## src/rtl/ctx_fsm_pkg.sv

```systemverilog
// ctx_fsm_pkg
// Shared types and helpers for the context-switched serial core scheduler.
//   sched_state_e : scheduler FSM states (IDLE, LOAD, RUN, STORE)
//   ab_step()     : one step of the two-bit Mealy core, returns {y, a_next, b_next}
package ctx_fsm_pkg;

   typedef enum logic [1:0] {
      IDLE  = 2'd0,
      LOAD  = 2'd1,
      RUN   = 2'd2,
      STORE = 2'd3
   } sched_state_e;

   // Core equations: y = a^x^b, a' = b, b' = ~(a^x); ab packs {a, b}.
   function automatic logic [2:0] ab_step(input logic [1:0] ab, input logic x);
      logic a_v;
      logic b_v;
      a_v = ab[1];
      b_v = ab[0];
      return {a_v ^ x ^ b_v, b_v, ~(a_v ^ x)};
   endfunction

endpackage

```

## src/rtl/ctx_fsm_sched_core.sv

```systemverilog
// ab_fsm_core
// The shared two-bit Mealy serial core. Holds (a,b); the scheduler swaps
// channel contexts in and out through load/load_val.
// Ports:
//   clk, reset      : clock, synchronous active-high reset
//   load, load_val  : replace (a,b) with a saved channel context
//   clear           : force (a,b) to (0,0); wins over load and step
//   step, x         : advance the core by one input bit x
//   state           : current {a,b}
//   y               : combinational output for the current (a,b,x)
module ab_fsm_core
   import ctx_fsm_pkg::*;
(
   input  logic       clk,
   input  logic       reset,
   input  logic       load,
   input  logic [1:0] load_val,
   input  logic       clear,
   input  logic       step,
   input  logic       x,
   output logic [1:0] state,
   output logic       y
);

   logic [1:0] ab_r;
   logic [2:0] step_s;

   // Next state and output of the core for the presented bit
   always_comb begin
      step_s = ab_step(ab_r, x);
   end

   assign y     = step_s[2];
   assign state = ab_r;

   // Core state register: clear beats load beats step
   always_ff @(posedge clk) begin
      if (reset) begin
         ab_r <= 2'b00;
      end else if (clear) begin
         ab_r <= 2'b00;
      end else if (load) begin
         ab_r <= load_val;
      end else if (step) begin
         ab_r <= step_s[1:0];
      end else begin
         ab_r <= ab_r;
      end
   end

endmodule

```

## src/rtl/ctx_fsm_sched.sv

```systemverilog
// ctx_fsm_sched
// Round-robin burst scheduler time-sharing one ab_fsm_core among NCH
// bit-stream requesters, saving/restoring each channel's (a,b) context.
// Ports:
//   clk, reset : clock, synchronous active-high reset
//   req_valid  : [NCH] channel i has a bit to present
//   req_bit    : [NCH] bit offered by channel i
//   req_ready  : [NCH] one-hot, granted channel while in RUN
//   ch_clear   : [NCH] force context of channel i to (0,0)
//   out_valid  : one-cycle pulse per processed bit
//   out_bit    : core output y for that bit
//   out_ch     : [CHW] channel that produced out_bit
//   busy       : FSM not in IDLE
module ctx_fsm_sched
   import ctx_fsm_pkg::*;
#(
   parameter  int NCH   = 4,
   parameter  int BURST = 8,
   localparam int CHW   = $clog2(NCH)
)
(
   input  logic           clk,
   input  logic           reset,
   input  logic [NCH-1:0] req_valid,
   input  logic [NCH-1:0] req_bit,
   output logic [NCH-1:0] req_ready,
   input  logic [NCH-1:0] ch_clear,
   output logic           out_valid,
   output logic           out_bit,
   output logic [CHW-1:0] out_ch,
   output logic           busy
);

   localparam int             CNTW     = $clog2(BURST + 1);
   localparam logic [CNTW-1:0] BURST_C  = CNTW'(BURST);
   localparam logic [CHW-1:0]  LAST_RST = CHW'(NCH - 1);

   sched_state_e    state_r;
   sched_state_e    state_next_s;
   logic [CHW-1:0]  cur_r;
   logic [CHW-1:0]  last_grant_r;
   logic [CNTW-1:0] cnt_r;
   logic [1:0]      ctx_r [NCH];
   logic [CHW-1:0]  pick_s;
   logic [CHW-1:0]  cand_s;
   logic            any_req_s;
   logic            accept_s;
   logic [NCH-1:0]  req_ready_s;
   logic [1:0]      core_state_s;
   logic            core_y_s;
   logic            core_clear_s;
   logic            out_valid_r;
   logic            out_bit_r;
   logic [CHW-1:0]  out_ch_r;

   // Round-robin search: scan from farthest to nearest so the nearest
   // requester after last_grant is the one that sticks
   always_comb begin
      pick_s    = '0;
      any_req_s = 1'b0;
      cand_s    = '0;
      for (int i = NCH; i >= 1; i--) begin
         cand_s = CHW'((int'(last_grant_r) + i) % NCH);
         if (req_valid[cand_s]) begin
            pick_s    = cand_s;
            any_req_s = 1'b1;
         end else begin
            pick_s    = pick_s;
         end
      end
   end

   // Next-state logic, grant and accept decode
   always_comb begin
      state_next_s = state_r;
      req_ready_s  = '0;
      accept_s     = 1'b0;
      case (state_r)
         IDLE: begin
            if (any_req_s) begin
               state_next_s = LOAD;
            end else begin
               state_next_s = IDLE;
            end
         end
         LOAD: begin
            state_next_s = RUN;
         end
         RUN: begin
            req_ready_s[cur_r] = 1'b1;
            if (req_valid[cur_r]) begin
               accept_s = 1'b1;
               // this accept exhausts the burst
               if (cnt_r + CNTW'(1) == BURST_C) begin
                  state_next_s = STORE;
               end else begin
                  state_next_s = RUN;
               end
            end else begin
               state_next_s = STORE;
            end
         end
         STORE: begin
            state_next_s = IDLE;
         end
         default: begin
            state_next_s = IDLE;
         end
      endcase
   end

   // Clear only hits the live core when the cleared channel owns it
   assign core_clear_s = ch_clear[cur_r] && ((state_r == LOAD) || (state_r == RUN));

   ab_fsm_core u_core (
      .clk      (clk),
      .reset    (reset),
      .load     (state_r == LOAD),
      .load_val (ctx_r[cur_r]),
      .clear    (core_clear_s),
      .step     (accept_s),
      .x        (req_bit[cur_r]),
      .state    (core_state_s),
      .y        (core_y_s)
   );

   // FSM, RR pointer, burst counter and output registers
   always_ff @(posedge clk) begin
      if (reset) begin
         state_r      <= IDLE;
         cur_r        <= '0;
         last_grant_r <= LAST_RST;
         cnt_r        <= '0;
         out_valid_r  <= 1'b0;
         out_bit_r    <= 1'b0;
         out_ch_r     <= '0;
      end else begin
         state_r     <= state_next_s;
         out_valid_r <= accept_s;
         if (accept_s) begin
            out_bit_r <= core_y_s;
            out_ch_r  <= cur_r;
         end
         if ((state_r == IDLE) && any_req_s) begin
            cur_r <= pick_s;
         end
         if (state_r == LOAD) begin
            cnt_r <= '0;
         end else if (accept_s) begin
            cnt_r <= cnt_r + CNTW'(1);
         end
         if (state_r == STORE) begin
            last_grant_r <= cur_r;
         end
      end
   end

   // Context array: STORE write first, ch_clear afterwards so it wins
   always_ff @(posedge clk) begin
      if (reset) begin
         for (int i = 0; i < NCH; i++) begin
            ctx_r[i] <= 2'b00;
         end
      end else begin
         if (state_r == STORE) begin
            ctx_r[cur_r] <= core_state_s;
         end
         for (int i = 0; i < NCH; i++) begin
            if (ch_clear[i]) begin
               ctx_r[i] <= 2'b00;
            end
         end
      end
   end

   // Grant and busy are forced low while reset is asserted
   assign req_ready = reset ? '0 : req_ready_s;
   assign busy      = !reset && (state_r != IDLE);
   assign out_valid = out_valid_r;
   assign out_bit   = out_bit_r;
   assign out_ch    = out_ch_r;

endmodule

```

## config.mk

```make
export PLATFORM = sky130hd
export DESIGN_NAME = ctx_fsm_sched
export DESIGN_NICKNAME = d
export VERILOG_FILES = /design/src/rtl/ctx_fsm_pkg.sv /design/src/rtl/ctx_fsm_sched_core.sv /design/src/rtl/ctx_fsm_sched.sv
export SDC_FILE = /design/constraint.sdc
export NUM_CORES = 1
export LEC_CHECK = 0
export ABC_AREA = 1
export BUFFER_PORTS_ARGS = -buffer_cell sky130_fd_sc_hd__buf_2
export CAP_MARGIN = 20
export CORE_UTILIZATION = 55
export DETAILED_ROUTE_END_ITERATION = 6
export GPL_TIMING_DRIVEN = 1
export PLACE_DENSITY_LB_ADDON = 0.15
export REMOVE_ABC_BUFFERS = 1
export SYNTH_ARGS = -nofsm -noshare
export SYNTH_HDL_FRONTEND = slang
export SYNTH_HIERARCHICAL = 1
export SYNTH_SLANG_ARGS = --single-unit
```

## constraint.sdc

```tcl
create_clock -name clk -period 1.8 [get_ports clk]
set_clock_uncertainty 0.2 [all_clocks]
set_input_delay 0.36 -clock clk [delete_from_list [all_inputs] [get_ports clk]]
set_output_delay 0.36 -clock clk [all_outputs]
set_load 0.005 [all_outputs]
```

**After elaboration in Yosys (flattened, before gate mapping)**

Memories as Yosys holds them, arrays and structs flattened. A register that Yosys moved wholly into a read port is not among the register bits.
Cells that the tools add are included.

- Bits in registers: 16
- Memory bits (writable): 8
- Output and inout bits: 9
- Logic and storage cells: 115
- Memories: 1

- Add/subtract/negate cells: 5
- $lt $le $gt $ge: 6
- Eq/ne operators: 8
- Multiplexer cells: 57
- Bitwise gates (word level): 19
- Reduce and logical (&&, ||, !) cells: 11

Memory list:

| memory | depth | bits a word | read ports | clocked after Yosys merged registers in | wr ports | line | source |
|---|---|---|---|---|---|---|---|
| ctx_r | 4 | 2 | 1 | 1 | 5 | ctx_fsm_sched.sv:43 | `logic [1:0] ctx_r [NCH];` |

Operator list:

| kind | number |
|---|---|
| 1-bit 2-to-1 mux | 33 |
| 2-bit 2-to-1 mux | 13 |
| 2-bit by 3-bit < comparator with 1-bit output, second input constant | 5 |
| 1-bit binary-select mux with 2-bit select | 7 |
| 2-bit equality test, second input constant | 6 |
| 1-bit AND | 8 |
| 4-bit 2-to-1 mux | 2 |
| 2-bit case mux with 4 select lines | 1 |
| 1-bit NOT | 5 |
| 2-bit by 1-bit adder with 2-bit output, second input constant | 2 |
| 2-bit adder, second input constant | 2 |
| 4-bit by 1-bit adder with 4-bit output, second input constant | 1 |
| 4-bit equality test, second input constant | 1 |
| 1-bit logical AND | 4 |
| 1-bit OR | 4 |
| 2-bit nonzero test | 2 |
| 2-bit OR reduction | 2 |
| 1-bit demux with 2-bit select | 1 |
| 2-bit by 1-bit equality test with 1-bit output, second input constant | 1 |
| 2-bit by 1-bit >= comparator with 1-bit output, second input constant | 1 |
| 2-bit logical NOT | 1 |
| 1-bit XOR | 2 |
| 1-bit logical NOT | 1 |
| 1-bit logical OR | 1 |

**Depth between registers and ports, before layout**

Gate-level depths: netlist of run 1.

- Depth after elaboration: 10
- Depth in mapped cells: 12

**Cells and area by module**

Netlist of run 1, hierarchy kept.

Modules (own cells, without submodules):

| module | times used | cells each | area an instance (um2) | sequential area each (um2) |
|---|---|---|---|---|
| ctx_fsm_sched | 1 | 197 | 1372.6 | 560.5 |
| ab_fsm_core | 1 | 24 | 143.9 | 40.0 |

**Least setup slack after synthesis of run 1**

Ideal clock, no wire load.

- Kind: register to register
- From: register cur_r[1]
- To: memory ctx_r[0][0] (enable)
- Library setup time: 0.297 ns
- Arrival time: 1.051 ns
- Setup slack: 0.252 ns
- Cell stages (with the launch flop): 9
- Buffers on the path: 0
- Clock period less this slack: 1.548 ns
- Cells stage by stage: dfxtp_1 > inv_2 > nand2_4 > inv_2 > nand2_1 > nand4_1 > nor2_2 > nand2_1 > nand2_1

RTL lines:

| item | line | source |
|---|---|---|
| start: declaration | ctx_fsm_sched.sv:40 | `logic [CHW-1:0] cur_r;` |
| start signal: assignment | ctx_fsm_sched.sv:145 | `cur_r <= pick_s;` |
| end: declaration | ctx_fsm_sched.sv:43 |  |

**Worst setup path after layout of run 1**

- From: register state_r[1]
- To: output busy

- Cells in the longest elaborated chain, start to end: 2

RTL lines:

| item | line | source |
|---|---|---|
| start: declaration | ctx_fsm_sched.sv:38 | `sched_state_e state_r;` |
| start signal: assignment | ctx_fsm_sched.sv:138 | `state_r <= state_next_s;` |
| 2-bit nonzero test | ctx_fsm_sched.sv:178 | `assign busy = !reset && (state_r != IDLE);` |
| 1-bit logical AND | ctx_fsm_sched.sv:178 |  |
| end: declaration | ctx_fsm_sched.sv:31 | `output logic busy` |

Every way passes these cells.

==> impl_metrics.py, run 1 <==
metrics = {
    "die": {
        "num_rows": 18,
        "die_x_um": 54.5,
        "initial_utilization_pct": 59.6,
        "core_area_um2": 2540,
        "dieArea_um2": 2970,
        "floorplan.io_pins": 23,
        "chipHeight_um": 54.5,
    },
    "critical_path": {
        "crit_path_end_kind": "output port",
        "worst-r2r-setup-slack_ns": 0.14,
        "worst_setup_path_class": "flip-flop to output port",
        "cp_max_fo": 3,
        "cp-startpoint": "state_r[1]",
        "required_ns": 1.24,
        "r2r_depth": 9,
        "regToRegStartpoint": "last_grant_r[0]",
        "cp.arrival_ns": 1.19,
        "critPathLaunchType": "flip-flop",
    },
    "global_routing": {
        "first_global_vias": 1214,
        "global_route.usage.total_pct": 23.4,
        "grt_antenna_before_repair": 0,
        "grt.overflow.total": 0,
        "maximum_number_of_pins_on_one_net_before_global_route_repair": 15,
        "grt_first_pass_wirelength_um": 4950,
    },
    "power_and_ir_drop": {
        "switching_share_pct": 41.3,
        "worst_ir_drop_vdd_uv": 811,
        "netSwitchingPower_w": 0.000799,
        "cellLeakagePower_nw": 0.858,
        "power.share.sequential_pct": 41.6,
        "total_power_w": 0.00194,
        "power_frac_clock_pct": 13.0,
        "total_power_per_unit_cell_area_nw_per_um2": 1100,
        "internal-power_w": 0.00114,
        "comb_power_share_pct": 45.4,
    },
    "clocking": {
        "tritoncts.num_buffers": 3,
        "clockRootBuffer": "sky130_fd_sc_hd__clkbuf_4",
        "clockBufferDepth": 2,
        "htree_num_levels": 1,
        "cts_num_sinks": 26,
        "clock_latency_ns": 0.32,
        "path_clk_slew_ns": 0.14,
        "cts_tree": "done",
    },
    "synth": {
        "netlist_instances": 221,
        "postSynthRegisterBits": 26,
        "average_cell_area_after_synthesis_um2": 6.86,
        "mappedNetlistArea_um2": 1520,
        "ranking_of_synthesized_cells_by_area": "sky130_fd_sc_hd__dfxtp_1 24%, sky130_fd_sc_hd__edfxtp_1 16%, sky130_fd_sc_hd__nand2_1 16%",
        "yosysTopAreaCell": "sky130_fd_sc_hd__dfxtp_1",
        "yosysWarnings": 6,
        "ys_seq_area_share_pct": 39.6,
        "synth_cell_types": 28,
        "synth.top_cell.area_share_pct": 23.8,
    },
    "placement": {
        "dp_worst_setup_slack_ns": 0.0330,
        "post-place-cells": 273,
        "io_buffer_count": 22,
        "placed_area_um2": 1660,
        "dp_hpwl_um": 2480,
        "gpl.final_weighted_congestion": 0.873,
    },
    "route": {
        "num_vias": 1397,
        "routed_via_density": 4.99,
        "drt_wl_total_um": 3190,
        "drt_pass1_iterations": 6,
        "wl_per_cell_um": 11.4,
        "drc_errors": 0,
        "dr.first_iter.drc_count": 37,
        "final_antenna_net_count": 0,
    },
    "cells_and_area": {
        "final_layout_size_suffix_gt1_share_pct": 25.6,
        "areaGrowthSynthToFinish_pct": 16.3,
        "commonest_cells_after_routing_fill_and_taps_aside": "62 x sky130_fd_sc_hd__nand2_1, 39 x sky130_fd_sc_hd__nor2_1, 22 x sky130_fd_sc_hd__inv_1, 22 x sky130_fd_sc_hd__buf_2, 14 x sky130_fd_sc_hd__dfxtp_1",
        "nFillCells": 229,
        "antenna_cells_inserted": 0,
        "utilization_pct": 69.3,
        "leading_cell_type_in_the_layout_fill_and_taps_excluded": "sky130_fd_sc_hd__nand2_1",
        "fin_cells": 280,
        "stdcell_area_um2": 1760,
        "finalNetCount": 270,
    },
    "min_path": {
        "min_path_type": "input pin to flip-flop",
        "hold_path.startpoint": "ch_clear[0]",
        "hold-path-cell-count": 3,
    },
    "timing": {
        "final-hold-violation-count": 0,
        "finalWorstSetupSlack_ns": 0.0525,
        "drv_slew": 0,
        "grt_setup_unrepaired": "yes",
        "slew_of_the_pin_with_the_lowest_slew_margin_ns": 0.292,
        "max_freq_ghz": 0.572,
        "final.min_clock_period_ns": 1.75,
        "timing.slew.headroom_pct": 80.5,
        "timing.final.setup_violations": 0,
        "timing.final.crit_share_pct": 97.1,
    },
    "flow_run": {
        "maxCapViolCount": 0,
    },
    "status": {
        "run_status": "finished, final reports clean",
    },
}
## critical path: stages, from the launching register on
cell and delay, ns:
sky130_fd_sc_hd__dfxtp_2 0.39, sky130_fd_sc_hd__inv_1 0.07, sky130_fd_sc_hd__ha_1 0.21, sky130_fd_sc_hd__nor2_1 0.08, sky130_fd_sc_hd__buf_2 0.11
## state kept, by name (all words and copies together), names as in the netlist, named ones only
name          count
cnt_r             4
ctx_r             8
cur_r             2
last_grant_r      2
out_bit           1
out_ch            2
out_valid         1
state_r           2
u_core/state      2
## power groups by stage
stage	sequential (W)	combinational [W]	clock, W
final	0.000805	0.000879	0.000252
after global routing	0.000821	0.000999	0.000280
after CTS	0.000796	0.000828	0.000261
after detailed placement	0.000802	0.000792	0
after global placement	0.000800	0.000787	0
after floorplan	0.000794	0.000577	0
## synth_stat cells
| cell type | number |
|---|---|
| sky130_fd_sc_hd__xor2_1 | 1 |
| sky130_fd_sc_hd__nor2_4 | 2 |
| sky130_fd_sc_hd__inv_2 | 7 |
| sky130_fd_sc_hd__a21oi_2 | 1 |
| sky130_fd_sc_hd__a22oi_1 | 1 |
| sky130_fd_sc_hd__clkbuf_1 | 1 |
| sky130_fd_sc_hd__o21ai_0 | 9 |
| sky130_fd_sc_hd__inv_1 | 23 |
| sky130_fd_sc_hd__nand2_2 | 4 |
| sky130_fd_sc_hd__and2_1 | 1 |
| sky130_fd_sc_hd__xnor2_1 | 1 |
| sky130_fd_sc_hd__nor2_2 | 2 |
| sky130_fd_sc_hd__nor2_1 | 41 |
| sky130_fd_sc_hd__nand2_4 | 1 |
| sky130_fd_sc_hd__nor3_1 | 2 |
| sky130_fd_sc_hd__o21ai_1 | 6 |
| sky130_fd_sc_hd__nand2_1 | 63 |
| sky130_fd_sc_hd__nand4_2 | 1 |
| sky130_fd_sc_hd__o22ai_1 | 2 |
| sky130_fd_sc_hd__a21oi_1 | 7 |
| sky130_fd_sc_hd__dfxtp_1 | 18 |
| sky130_fd_sc_hd__buf_6 | 2 |
| sky130_fd_sc_hd__o21ai_2 | 1 |
| sky130_fd_sc_hd__nand3_1 | 9 |
| sky130_fd_sc_hd__buf_4 | 1 |
| sky130_fd_sc_hd__nand4_1 | 1 |
| sky130_fd_sc_hd__edfxtp_1 | 8 |
| sky130_fd_sc_hd__ha_1 | 5 |
## cell type report
class / count / area [µm²] / area share [%]
flip-flops and latches: 26 / 611 / 34.6
inverters: 30 / 113 / 6.38
multi-input cells: 161 / 815 / 46.2
well taps: 30 / 37.5 / 2.13
clock buffers: 3 / 22.5 / 1.28
clock inverters: 1 / 3.75 / 0.213
repair buffers: 29 / 163 / 9.22
## metal layers
metal	up-vias	part of all wire, %	GRT usage (%)
met3	2	4.3	5.00
met4	0	0.47	2.56
met2	25	49	43.5
li1	746	-	-
met1	624	46	27.9
met5	-	0	0
## logic make-up after synthesis
logic type | Yosys count | synth area share [%]
flops | 26 | 39.6
fa+ha+maj | 5 | 4.13
simple gates | 127 | 35.7
xor+xnor | 2 | 1.16
buf+inv | 34 | 9.65
compound gates | 27 | 9.74
## through the flow
| step | hold slack, ns | TNS, ns |
|---|---|---|
| final | 0.166 | 0 |
| after global routing | 0.161 | -0.0964 |
| after CTS | 0.161 | 0 |
| after detailed placement | 0.266 | 0 |
| after global placement | 0.259 | 0 |
| after floorplan | 0.229 | 0 |
## final timing paths
kind,end
worst min-delay path,ctx_r[0][1]
worst max-delay path,busy
worst max register to register,cur_r[0]
worst min register to register,cnt_r[3]
## timing repair
action	CTS	global route
buffers inserted	2	2
pin swaps	2	3
setup endpoints to repair	4	6
hold buffers	0	0
gates resized for setup	8	9
(Power assumes the default switching activity.)
==> run 2, diff against run 1 <==
Settings changed: SLEW_MARGIN set to 20.
Clock period 1.8 ns to 1.65 ns, I/O delays scaled along.
==> impl_metrics.py, run 2 (same netlist as run 1, synthesis figures left out) <==
metrics = {
    "status": {
        "run_status": "complete, but fails checks",
        "violations": "setup timing",
    },
    "clocking": {
        "htree_num_levels": 1,
        "path_clk_slew_ns": 0.14,
        "clockRootBuffer": "sky130_fd_sc_hd__clkbuf_4",
        "cts_tree": "done",
        "cts_num_sinks": 26,
        "tritoncts.num_buffers": 3,
        "clock_latency_ns": 0.33,
        "clockBufferDepth": 2,
    },
    "die": {
        "dieArea_um2": 2970,
        "die_x_um": 54.5,
        "floorplan.io_pins": 23,
        "chipHeight_um": 54.5,
        "num_rows": 18,
        "initial_utilization_pct": 59.6,
        "core_area_um2": 2540,
    },
    "timing": {
        "finalWorstSetupSlack_ns": -0.177,
        "timing.final.crit_share_pct": 111,
        "final.min_clock_period_ns": 1.83,
        "tns_ns": -1.16,
        "timing.final.setup_violations": 16,
        "grt_setup_unrepaired": "yes",
        "drv_slew": 0,
        "max_freq_ghz": 0.547,
        "whs_ns": 0.107,
        "timing.slew.headroom_pct": 81.2,
        "slew_of_the_pin_with_the_lowest_slew_margin_ns": 0.283,
        "final-hold-violation-count": 0,
    },
    "global_routing": {
        "grt_antenna_before_repair": 0,
        "grt_first_pass_wirelength_um": 5310,
        "first_global_vias": 1315,
        "maximum_number_of_pins_on_one_net_before_global_route_repair": 15,
        "global_route.usage.total_pct": 25.7,
        "grt.overflow.total": 0,
    },
    "cells_and_area": {
        "finalNetCount": 281,
        "final_layout_size_suffix_gt1_share_pct": 37.5,
        "top_register": "ctx_r",
        "areaGrowthSynthToFinish_pct": 27.3,
        "commonest_cells_after_routing_fill_and_taps_aside": "47 x sky130_fd_sc_hd__nand2_1, 37 x sky130_fd_sc_hd__nor2_1, 22 x sky130_fd_sc_hd__buf_2, 20 x sky130_fd_sc_hd__inv_1, 18 x sky130_fd_sc_hd__nand2_2",
        "antenna_cells_inserted": 0,
        "max_ffs_per_register": 8,
        "registers_with_the_highest_flip_flop_counts": "ctx_r (8), cnt_r (4)",
        "layout.area.seq_um2": 612,
        "stdcell_area_um2": 1930,
        "nFillCells": 197,
        "fin_cells": 291,
        "multi_input_comb_area_um2": 886,
        "leading_cell_type_in_the_layout_fill_and_taps_excluded": "sky130_fd_sc_hd__nand2_1",
    },
    "power_and_ir_drop": {
        "cellLeakagePower_nw": 0.934,
        "switching_share_pct": 42.3,
        "netSwitchingPower_w": 0.00102,
        "power_frac_clock_pct": 12.1,
        "worst_ir_drop_vdd_uv": 974,
        "comb_power_share_pct": 51.5,
        "power.share.sequential_pct": 36.4,
        "total_power_per_unit_cell_area_nw_per_um2": 1250,
        "internal-power_w": 0.00139,
    },
    "route": {
        "dr.first_iter.drc_count": 44,
        "wl_per_cell_um": 13.1,
        "final_antenna_net_count": 0,
        "drt_pass1_iterations": 4,
        "drc_errors": 0,
        "drt_wl_total_um": 3820,
        "routed_via_density": 5.22,
        "num_vias": 1518,
    },
    "placement": {
        "gpl.final_weighted_congestion": 0.885,
        "io_buffer_count": 22,
        "placed_area_um2": 1710,
        "post-place-cells": 279,
        "dp_worst_setup_slack_ns": 0.0257,
        "dp_hpwl_um": 2500,
    },
    "critical_path": {
        "required_ns": 1.12,
        "cp.arrival_ns": 1.30,
        "cp_max_fo": 4,
        "crit_path_end_kind": "output port",
        "worst_setup_path_class": "flip-flop to output port",
        "max_stage_delay_ns": 0.35,
        "path_cells": "inv_2 > ha_4 > nand2_4 > nor2_1 > buf_2",
        "slowest_cell_on_the_critical_path": "sky130_fd_sc_hd__dfxtp_2",
        "critPathLaunchType": "flip-flop",
    },
    "flow_run": {
        "maxCapViolCount": 0,
    },
    "min_path": {
        "min_path_type": "input pin to flip-flop",
    },
}
-- run 2: cell count changes in the layout (fill, tap and decap cells not counted), sizes merged --
cell,delta
buf,+11
clkbuf,+1
clkinv,-1
-- run 2: per-stage QoR --
stage / power [W] / util (%)
after floorplan: 0.00150 / -
after global placement: 0.00176 / 67.0
after detailed placement: 0.00177 / 67.0
after CTS: 0.00212 / 70.0
after global routing: 0.00259 / 75.9
final: 0.00241 / 75.9
-- run 2: final timing paths --
| kind | from | end | cells past startpoint | slack (ns) |
|---|---|---|---|---|
| setup reg to reg | cur_r[1] | ctx_r[3][0] | 8 | -0.09 |
| hold / removal | ch_clear[2] | ctx_r[2][1] | 3 | 0.11 |
| setup / recovery | state_r[0] | req_ready[1] | 5 | -0.18 |
| hold reg to reg | cnt_r[3] | cnt_r[3] | 2 | 0.28 |
-- run 2: cell type report --
cell class / count / share of cell area [%]
clock buffer: 4 / 1.36
timing repair buffer: 40 / 12.9
inverter: 30 / 6.22
sequential: 26 / 31.7
multi-input combinational: 161 / 45.9
tap: 30 / 1.94
-- run 2: per-layer routing --
metal	vias to the layer above	track usage, %	wire length (µm)
met5	-	0	0
met4	0	8.97	133
met3	15	5.28	197
met2	41	47.2	1970
met1	687	29.0	1520
li1	775	-	-
-- run 2: what timing repair did --
action | in CTS | in global routing
pin swaps | 2 | 18
hold buffers | 0 | 0
endpoints found under the hold margin | 0 | 0
cloned | 0 | 0
gates resized for setup | 11 | 36
setup buffers | 2 | 6
endpoints found under the setup margin | 5 | 25
-- run 2: worst max-delay path: cells and delay by family, from the launching register on --
family        cells  cell delay (ns)
fa+ha+maj         1             0.15
simple gates      2             0.25
buf+inv           2             0.23
flops             1             0.35
-- run 2: power by group through the flow --
stage	Clock [W]	Combinational (W)	Sequential, W
global placement	0	0.000904	0.000855
detailed placement	0	0.000916	0.000857
finish	0.000293	0.00124	0.000879
floorplan	0	0.000629	0.000866
CTS	0.000298	0.000966	0.000853
global route	0.000327	0.00137	0.000893
==> run 3, diff against run 2 <==
Settings changed: REMOVE_ABC_BUFFERS 1 to unset.
==> impl_metrics.py, run 3 (same netlist as run 1, synthesis figures left out) <==
metrics = {
    "status": {
        "run_status": "complete, but fails checks",
        "violations": "setup timing",
    },
    "timing": {
        "timing.slew.headroom_pct": 81.0,
        "slew_of_the_pin_with_the_lowest_slew_margin_ns": 0.284,
        "finalWorstSetupSlack_ns": -0.111,
        "final-hold-violation-count": 0,
        "drv_slew": 0,
        "whs_ns": 0.102,
        "max_freq_ghz": 0.568,
        "timing.final.crit_share_pct": 107,
        "timing.final.setup_violations": 16,
        "grt_setup_unrepaired": "yes",
        "final.min_clock_period_ns": 1.76,
    },
    "cells_and_area": {
        "commonest_cells_after_routing_fill_and_taps_aside": "53 x sky130_fd_sc_hd__nand2_1, 38 x sky130_fd_sc_hd__nor2_1, 22 x sky130_fd_sc_hd__inv_1, 22 x sky130_fd_sc_hd__buf_2, 17 x sky130_fd_sc_hd__buf_4",
        "areaGrowthSynthToFinish_pct": 26.6,
        "stdcell_area_um2": 1920,
        "leading_cell_type_in_the_layout_fill_and_taps_excluded": "sky130_fd_sc_hd__nand2_1",
        "nFillCells": 217,
        "registers_with_the_highest_flip_flop_counts": "ctx_r (8), cnt_r (4)",
        "layout.area.seq_um2": 617,
        "max_ffs_per_register": 8,
        "finalNetCount": 281,
        "antenna_cells_inserted": 0,
        "top_register": "ctx_r",
        "final_layout_size_suffix_gt1_share_pct": 33.3,
        "multi_input_comb_area_um2": 856,
    },
    "min_path": {
        "min_path_type": "input pin to flip-flop",
        "worst_hold_path.endpoint": "ctx_r[2][1]",
        "hold_path.startpoint": "ch_clear[2]",
        "hold-path-cell-count": 3,
    },
    "clocking": {
        "path_clk_slew_ns": 0.14,
        "cts_tree": "done",
        "htree_num_levels": 1,
        "tritoncts.num_buffers": 3,
        "clock_latency_ns": 0.33,
        "clockBufferDepth": 2,
        "cts_num_sinks": 26,
        "cts_hold_buffers": 0,
        "clockRootBuffer": "sky130_fd_sc_hd__clkbuf_4",
    },
    "global_routing": {
        "first_global_vias": 1274,
        "global_route.usage.total_pct": 25.4,
        "grt_antenna_before_repair": 0,
        "maximum_number_of_pins_on_one_net_before_global_route_repair": 15,
        "grt_first_pass_wirelength_um": 5300,
        "grt.overflow.total": 0,
    },
    "die": {
        "num_rows": 18,
        "dieArea_um2": 2970,
        "initial_utilization_pct": 59.6,
        "die_x_um": 54.5,
        "core_area_um2": 2540,
        "chipHeight_um": 54.5,
        "floorplan.io_pins": 23,
    },
    "critical_path": {
        "required_ns": 1.12,
        "cp.arrival_ns": 1.23,
        "cp_max_fo": 4,
        "max_stage_delay_ns": 0.35,
        "critPathLaunchType": "flip-flop",
        "path_cells": "inv_2 > ha_4 > nand2_4 > nor3_4 > buf_2",
        "r2r_depth": 13,
        "crit_path_end_kind": "output port",
        "worst-r2r-setup-slack_ns": -0.02,
        "slowest_cell_on_the_critical_path": "sky130_fd_sc_hd__dfxtp_2",
        "regToRegStartpoint": "cur_r[1]",
        "rr_endpoint": "u_core/state[1]",
        "worst_setup_path_class": "flip-flop to output port",
    },
    "route": {
        "wl_per_cell_um": 12.1,
        "drt_pass1_iterations": 4,
        "drt_wl_total_um": 3510,
        "dr.first_iter.drc_count": 25,
        "num_vias": 1490,
        "final_antenna_net_count": 0,
        "drc_errors": 0,
        "routed_via_density": 5.12,
    },
    "synth": {
        "synth.net_count": 240,
    },
    "placement": {
        "dp_hpwl_um": 2530,
        "gpl.final_weighted_congestion": 0.854,
        "io_buffer_count": 22,
        "placed_area_um2": 1720,
    },
    "power_and_ir_drop": {
        "cellLeakagePower_nw": 0.927,
        "worst_ir_drop_vdd_uv": 758,
        "total_power_per_unit_cell_area_nw_per_um2": 1230,
    },
    "flow_run": {
        "maxCapViolCount": 0,
    },
}
[run 3: cell counts in the layout (fill, tap and decap cells not counted)]
No cell type changed its count.
[run 3: repair_timing]
item                       CTS  global route
setup buffers                6             2
resized for setup           20            15
gates cloned                 0             0
pin swaps                    9            11
setup endpoints to repair   14            33
[run 3: layout make-up]
| type | instances | area share (%) |
|---|---|---|
| multi-input combinational | 161 | 44.6 |
| inverter | 30 | 6.00 |
| clock buffer | 4 | 1.89 |
| timing repair buffer | 40 | 13.4 |
| tap | 30 | 1.96 |
| sequential | 26 | 32.1 |
[run 3: how the worst max path moves through the flow]
stage / start / to / slack, ns / depth (start not counted)
global placement: cur_r[1] / out_bit / -0.007 / 9
floorplan: cur_r[1] / ctx_r[0][0] / 0.10 / 8
CTS: state_r[0] / req_ready[2] / -0.14 / 5
finish: state_r[0] / req_ready[2] / -0.11 / 5
global route: cur_r[1] / u_core/state[1] / -0.17 / 13
detailed placement: cur_r[0] / ctx_r[0][0] / -0.05 / 7
[run 3: per-stage QoR]
stage	power, W	instances	worst slack (ns)	util (%)	TNS [ns]
finish	0.00235	291	-0.111	75.4	-0.552
global route	0.00253	291	-0.174	75.4	-2.66
CTS	0.00222	289	-0.140	73.0	-0.649
detailed placement	0.00179	279	-0.0467	67.5	-0.198
global placement	0.00178	279	-0.00723	67.5	-0.00723
floorplan	0.00153	221	0.102	-	0
[run 3: report_power, final]
| group | switching, W | leakage, nW | internal [W] |
|---|---|---|---|
| clock network | 0.000193 | 0.0210 | 0.000135 |
| registers | 0.000106 | 0.238 | 0.000779 |
| logic | 0.000654 | 0.668 | 0.000484 |
| total | 0.000954 | 0.927 | 0.00140 |
[run 3: worst max-delay path, delay by kind of cell, from the launching register on]
kind                     cells  cell delay, ns
adder cells (fa/ha/maj)      1            0.14
buffers and inverters        2            0.21
flip-flops                   1            0.35
AND/OR/NAND/NOR              2            0.20
[run 3: per-layer routing]
metal	vias to the layer above	wire [µm]	GRT usage, %
met3	5	122	2.50
met1	677	1590	31.1
met2	34	1740	45.1
met4	0	64	10.3
met5	-	0	0
li1	774	-	-
